## src/rtl/counter_link_pkg.sv

```systemverilog
// Shared types and constants for the counter snapshot frame link.
package counter_link_pkg;

    typedef enum logic {
        IDLE = 1'b0,
        SEND = 1'b1
    } state_t;

    localparam int FRAME_LEN = 18;
    localparam int IDX_W     = 5;

    localparam logic [7:0] HEADER_DFLT = 8'hA5;

    // Byte positions within a frame
    localparam logic [IDX_W-1:0] IDX_HDR      = 5'd0;
    localparam logic [IDX_W-1:0] IDX_C0_FIRST = 5'd1;
    localparam logic [IDX_W-1:0] IDX_C1_FIRST = 5'd9;
    localparam logic [IDX_W-1:0] IDX_CSUM     = IDX_W'(FRAME_LEN - 1);

    // XOR of the eight bytes of a 64-bit word
    function automatic logic [7:0] xor_bytes(input logic [63:0] v);
        logic [7:0] acc;
        acc = 8'h00;
        for (int i = 0; i < 8; i++) begin
            acc = acc ^ v[8*i +: 8];
        end
        return acc;
    endfunction

endpackage

```

## src/rtl/counter_frame_tx_if.sv

```systemverilog
// Byte-wide valid/ready stream carrying snapshot frames.
interface counter_frame_tx_if;
    logic [7:0] Data;
    logic       Valid;
    logic       Last;
    logic       Ready;

    modport master (output Data, output Valid, output Last, input Ready);
    modport slave  (input Data, input Valid, input Last, output Ready);
endinterface

```

## src/rtl/frame_byte_sel.sv

```systemverilog
// Maps a frame byte index onto the captured snapshot contents.
module frame_byte_sel
    import counter_link_pkg::*;
#(
    parameter logic [7:0] HEADER = HEADER_DFLT
) (
    input  logic [IDX_W-1:0] idx,
    input  logic [63:0]      cnt0,
    input  logic [63:0]      cnt1,
    input  logic [7:0]       csum,
    output logic [7:0]       data
);

    logic [2:0] b0;
    logic [2:0] b1;

    // Counters go out MSB first: index 1 (or 9) picks byte 7 of the word
    always_comb begin
        b0   = 3'(5'd8 - idx);
        b1   = 3'(5'd16 - idx);
        data = 8'h00;
        if (idx == IDX_HDR)
            data = HEADER;
        else if (idx >= IDX_C0_FIRST && idx < IDX_C1_FIRST)
            data = 8'(cnt0 >> {b0, 3'b000});
        else if (idx >= IDX_C1_FIRST && idx < IDX_CSUM)
            data = 8'(cnt1 >> {b1, 3'b000});
        else if (idx == IDX_CSUM)
            data = csum;
    end

endmodule

```

## src/rtl/counter_frame_tx.sv

```systemverilog
// Captures both 64-bit counters on Snap and streams an 18-byte frame.
module counter_frame_tx
    import counter_link_pkg::*;
#(
    parameter logic [7:0] HEADER = HEADER_DFLT
) (
    input  logic               Clk,
    input  logic               Reset,
    input  logic [63:0]        Count0,
    input  logic [63:0]        Count1,
    input  logic               Snap,
    counter_frame_tx_if.master bus,
    output logic               Busy,
    output logic               Overrun
);

    state_t           state, state_nxt;
    logic [IDX_W-1:0] idx, idx_nxt;
    logic [63:0]      cnt0_q, cnt1_q;
    logic [7:0]       csum_q;
    logic             load;
    logic [7:0]       sel_byte;

    // State and index registers
    always_ff @(posedge Clk) begin
        if (Reset) begin
            state <= IDLE;
            idx   <= '0;
        end else begin
            state <= state_nxt;
            idx   <= idx_nxt;
        end
    end

    // Next state; a transfer at the checksum byte ends the frame
    always_comb begin
        state_nxt = state;
        idx_nxt   = idx;
        load      = 1'b0;
        case (state)
            IDLE: begin
                if (Snap) begin
                    load      = 1'b1;
                    idx_nxt   = '0;
                    state_nxt = SEND;
                end
            end
            SEND: begin
                if (bus.Ready) begin
                    if (idx == IDX_CSUM) begin
                        idx_nxt   = '0;
                        state_nxt = IDLE;
                    end else begin
                        idx_nxt = idx + 1'b1;
                    end
                end
            end
            default: state_nxt = IDLE;
        endcase
    end

    // Snapshot capture: both counters and their checksum on the same edge
    always_ff @(posedge Clk) begin
        if (Reset) begin
            cnt0_q <= '0;
            cnt1_q <= '0;
            csum_q <= '0;
        end else if (load) begin
            cnt0_q <= Count0;
            cnt1_q <= Count1;
            csum_q <= xor_bytes(Count0) ^ xor_bytes(Count1);
        end
    end

    // Sticky overrun: a Snap that could not start a frame
    always_ff @(posedge Clk) begin
        if (Reset)
            Overrun <= 1'b0;
        else if (state == IDLE && Snap)
            Overrun <= 1'b0;
        else if (state == SEND && Snap)
            Overrun <= 1'b1;
    end

    frame_byte_sel #(.HEADER(HEADER)) u_sel (
        .idx  (idx),
        .cnt0 (cnt0_q),
        .cnt1 (cnt1_q),
        .csum (csum_q),
        .data (sel_byte)
    );

    // Outputs decode registered state only; Data idles at zero
    always_comb begin
        bus.Valid = (state == SEND);
        bus.Data  = bus.Valid ? sel_byte : 8'h00;
        bus.Last  = bus.Valid && (idx == IDX_CSUM);
        Busy      = bus.Valid;
    end

endmodule
```

## src/flat_wrapper.sv

```systemverilog
// flat-port wrapper written by rule: the top's interface ports become plain ports
module counter_frame_tx_flat import counter_link_pkg::*;
#(
    parameter logic [7:0] HEADER = HEADER_DFLT
)
  (Clk, Reset, Count0, Count1, Snap, Busy, Overrun, bus_Data, bus_Valid, bus_Last, bus_Ready);
  counter_frame_tx_if bus_i ();
  input  logic Clk;
  input  logic Reset;
  input  logic [63:0] Count0;
  input  logic [63:0] Count1;
  input  logic Snap;
  output logic Busy;
  output logic Overrun;
  output wire logic [$bits(bus_i.Data)-1:0] bus_Data;
  output wire logic [$bits(bus_i.Valid)-1:0] bus_Valid;
  output wire logic [$bits(bus_i.Last)-1:0] bus_Last;
  input wire logic [$bits(bus_i.Ready)-1:0] bus_Ready;
  assign bus_Data = bus_i.Data;
  assign bus_Valid = bus_i.Valid;
  assign bus_Last = bus_i.Last;
  assign bus_i.Ready = bus_Ready;
  counter_frame_tx #(.HEADER(HEADER)) u_core (.Clk(Clk), .Reset(Reset), .Count0(Count0), .Count1(Count1), .Snap(Snap), .bus(bus_i), .Busy(Busy), .Overrun(Overrun));
endmodule
```

## config.mk

```make
export PLATFORM = sky130hd
export DESIGN_NAME = counter_frame_tx_flat
export DESIGN_NICKNAME = d
export VERILOG_FILES = /design/src/rtl/counter_link_pkg.sv /design/src/rtl/counter_frame_tx_if.sv /design/src/rtl/frame_byte_sel.sv /design/src/rtl/counter_frame_tx.sv /design/src/flat_wrapper.sv
export SDC_FILE = /design/constraint.sdc
export NUM_CORES = 1
export LEC_CHECK = 0
export CORE_ASPECT_RATIO = 1.2
export CORE_UTILIZATION = 25
export DETAILED_ROUTE_END_ITERATION = 10
export GPL_TIMING_DRIVEN = 1
export PLACE_DENSITY = 0.47
export SETUP_SLACK_MARGIN = 0.1
export SYNTH_ARGS = -nofsm -noshare
export SYNTH_HDL_FRONTEND = slang
export SYNTH_SLANG_ARGS = --single-unit
```

## constraint.sdc

```tcl
create_clock -name Clk -period 3.34 [get_ports Clk]
set_input_delay 0.501 -clock Clk [delete_from_list [all_inputs] [get_ports Clk]]
set_output_delay 0.501 -clock Clk [all_outputs]
set_load 0.02 [all_outputs]
```

==> results.sh <==
export IMPL_htreeDepth=4
export IMPL_multi_input_area_sq_mm=0.00420
export IMPL_ant_nets=0
export IMPL_drt_iter0_drc=455
export IMPL_grt_pass1_wl_microns=37000
export IMPL_worst_slew_pin_slew_ns=0.807
export IMPL_syn2layout_area_growth_pct=34.8
export IMPL_yosysUniqueCellTypes=38
export IMPL_path_clk_slew_ns=0.06
export IMPL_core_sq_mm=0.0287
export IMPL_grt_max_degree=145
export IMPL_crit_type="reg -> out"
export IMPL_rows=68
export IMPL_drv_slew=0
export IMPL_rsz0062_at_grt="no"
export IMPL_dieHeight_microns=189
export IMPL_cts_root_buf="clkbuf_16"
export IMPL_synthMostInstantiatedCell="nand2_1"
export IMPL_cts_made_buffers=17
export IMPL_seqCellArea_sq_mm=0.00287
export IMPL_synth_top_area_share_pct=39.4
export IMPL_r2r_start="u_core.Busy"
export IMPL_finalWirelength_microns=24900
export IMPL_synth_edf_count=0
export IMPL_path_max_fanout=12
export IMPL_ir_drop_uv=302
export IMPL_n_fill_cell=3049
export IMPL_max_slew_margin_pct=46.2
export IMPL_wl_per_cell_microns=18.2
export IMPL_diodes=0
export IMPL_ff2ff_setup_slack_ns=1.36
export IMPL_vias=6223
export IMPL_grt_overflow_total=0
export IMPL_status="complete, no violations"
export IMPL_dp_hpwl_microns=18800
export IMPL_clk_latency_ns=0.43
export IMPL_timing_rr_end="u_core.cnt0_q[19]"
export IMPL_cts_hold_buf=0
export IMPL_start_util_pct=25.3
export IMPL_antenna_found_initial=0
export IMPL_drc=0
export IMPL_first_global_vias=6140
export IMPL_clock_skew_ns=0.00559
export IMPL_grt_util_all_layers_pct=17.1
export IMPL_yosysSeqAreaShare_pct=39.4
export IMPL_min_period_ns=3.18
export IMPL_worstPathArrival_ns=2.67
export IMPL_synthFlopType="dfxtp_1"
export IMPL_hold_path_endpoint="u_core.cnt0_q[17]"
export IMPL_synth_area_top_cells="dfxtp_1 (39%), nand2_1 (14%), xnor2_1 (13%), mux4_2 (9.9%), a21oi_1 (9.2%)"
export IMPL_fin_ws_ns=0.164
export IMPL_hp_class="reg -> reg"
export IMPL_whs_ns=0.451
export IMPL_fin_tns_setup_ns=0
export IMPL_num_nets_final=1106
export IMPL_drive_above_1_share_pct=10.8
export IMPL_die_w_microns=158
export IMPL_cp_required_ns=2.84
export IMPL_avgSynthCellArea_sq_um=8.49
export IMPL_hold_viol_final=0
export IMPL_synth_cells=856
export IMPL_start_kind="flop"
export IMPL_cts_max_path_buffers=2
export IMPL_dp_slack_ns=0.201
export IMPL_cts_tree="yes"
export IMPL_cp_end_kind="output port"
export IMPL_p_leak_nw=3.38
export IMPL_whs_path_depth=2
export IMPL_cts_sinks=143
export IMPL_final_period_utilization_pct=95.1
export IMPL_worstRegToRegCells=5
export IMPL_io_pins=144
export IMPL_async_flop_share_pct=0
export IMPL_setup_violations_final=0
export IMPL_die_area_sq_mm=0.0298
export IMPL_design_power_total_mw=4.96
export IMPL_drt_vias_per_instance=4.55
export IMPL_gp_congestion=0.817
export IMPL_power_density_mw_per_mm2=506
export IMPL_netlist_area_sq_mm=0.00727
export IMPL_ys_top_cells_by_count="nand2_1 (273), dfxtp_1 (143), a21oi_1 (134)"
export IMPL_synth_ff_latch_count=143
export IMPL_portBuffers=143
export IMPL_maxCapViolations=0
export IMPL_syn_nets=991
export IMPL_dr_pass1_iters=4
export IMPL_yosysTopAreaCell="dfxtp_1"
export IMPL_fmax_ghz=0.315
export IMPL_ys_warn_count=0
export IMPL_holdCritStartpoint="u_core.cnt0_q[17]"
-- layout by cell type (no fill, tap or decap), types with 3 or more instances in the layout --
master,synthesis,final
o2111ai_1,4,3
nand2_1,273,273
clkinvlp_4,0,6
inv_1,3,3
mux2_2,4,4
o21ai_0,4,4
nor2_1,21,21
mux2i_1,9,5
mux4_2,32,32
dlygate4sd2_1,0,4
a21oi_1,134,132
bufinv_16,0,4
mux2i_2,0,4
dfxtp_1,143,141
xor2_1,16,16
clkdlybuf4s50_1,0,134
buf_4,1,9
a211oi_1,18,16
buf_12,0,5
xnor2_1,105,104
clkbuf_16,0,17
-- kinds of logic (layout without fill, tap and decap cells) --
| group | after synthesis | count (layout) | share of synthesized area (%) |
|---|---|---|---|
| fa+ha+maj | 3 | 3 | 0.516 |
| buf+inv | 65 | 193 | 3.94 |
| compound gates | 168 | 168 | 12.8 |
| simple gates | 310 | 310 | 16.8 |
| mux | 46 | 46 | 12.0 |
| flops | 143 | 143 | 39.4 |
| xor+xnor | 121 | 121 | 14.6 |
-- state kept, by name, summed over array words and instances, names as in the netlist --
name / flops
u_core.Busy: 1
u_core.Overrun: 1
u_core.cnt0_q: 64
u_core.cnt1_q: 64
u_core.csum_q: 8
u_core.idx: 5
-- cell type report --
cell class | count | share of cell area, %
clock buffer | 19 | 4.42
clock inverter | 13 | 1.91
inverter | 3 | 0.115
multi-input combinational | 648 | 42.9
sequential | 143 | 29.2
tap | 385 | 4.92
timing repair buffer | 158 | 16.5
-- metrics by stage --
stage,std cells,cell area (sq um),utilization (%)
detailed placement,1336,9090,31.7
global route,1369,9800,34.2
CTS,1369,9760,34.0
finish,1369,9800,34.2
global placement,1336,9090,31.7
floorplan,856,7270,-
-- worst max-delay path, stage by stage, from the launching register on --
cell	delay, ns
dfxtp_2	0.38
inv_1	0.10
ha_4	0.31
buf_12	0.16
mux4_2	0.30
mux2_2	0.30
o2111ai_1	0.22
nand2_1	0.13
dlygate4sd2_1	0.34
-- what timing repair did --
action / 4_1_cts / 5_1_grt
setup endpoints to repair: 8 / 8
endpoints found under the hold margin: 0 / 0
gates cloned: 1 / 0
buffers inserted: 0 / 0
gates resized for setup: 25 / 9
-- power breakdown --
group          internal [mW]  switching (mW)
Clock                   1.25           0.764
Combinational          0.523           0.537
Sequential              1.81          0.0737
-- layer usage --
metal	global-route usage, %	part of all wire, %	vias to the layer above
met2	30.5	53	123
met1	20.2	41	2972
met5	0	0	-
met3	2.58	3.1	36
met4	6.80	2.8	0
li1	-	-	3092
-- worst max path at each step --
stage                     slack (ns)           to  depth (start not counted)           from
final                           0.16  bus_Data[7]                          8  u_core.idx[1]
after global routing             0.1  bus_Data[7]                          8  u_core.idx[1]
after CTS                       0.02  bus_Data[6]                          9  u_core.idx[1]
after detailed placement        0.20  bus_Data[6]                          9  u_core.idx[1]
after global placement          0.22  bus_Data[6]                          9  u_core.idx[1]
after floorplan                 0.22  bus_Data[6]                         11  u_core.idx[0]
No activity file was read; power rests on OpenSTA's default activity.
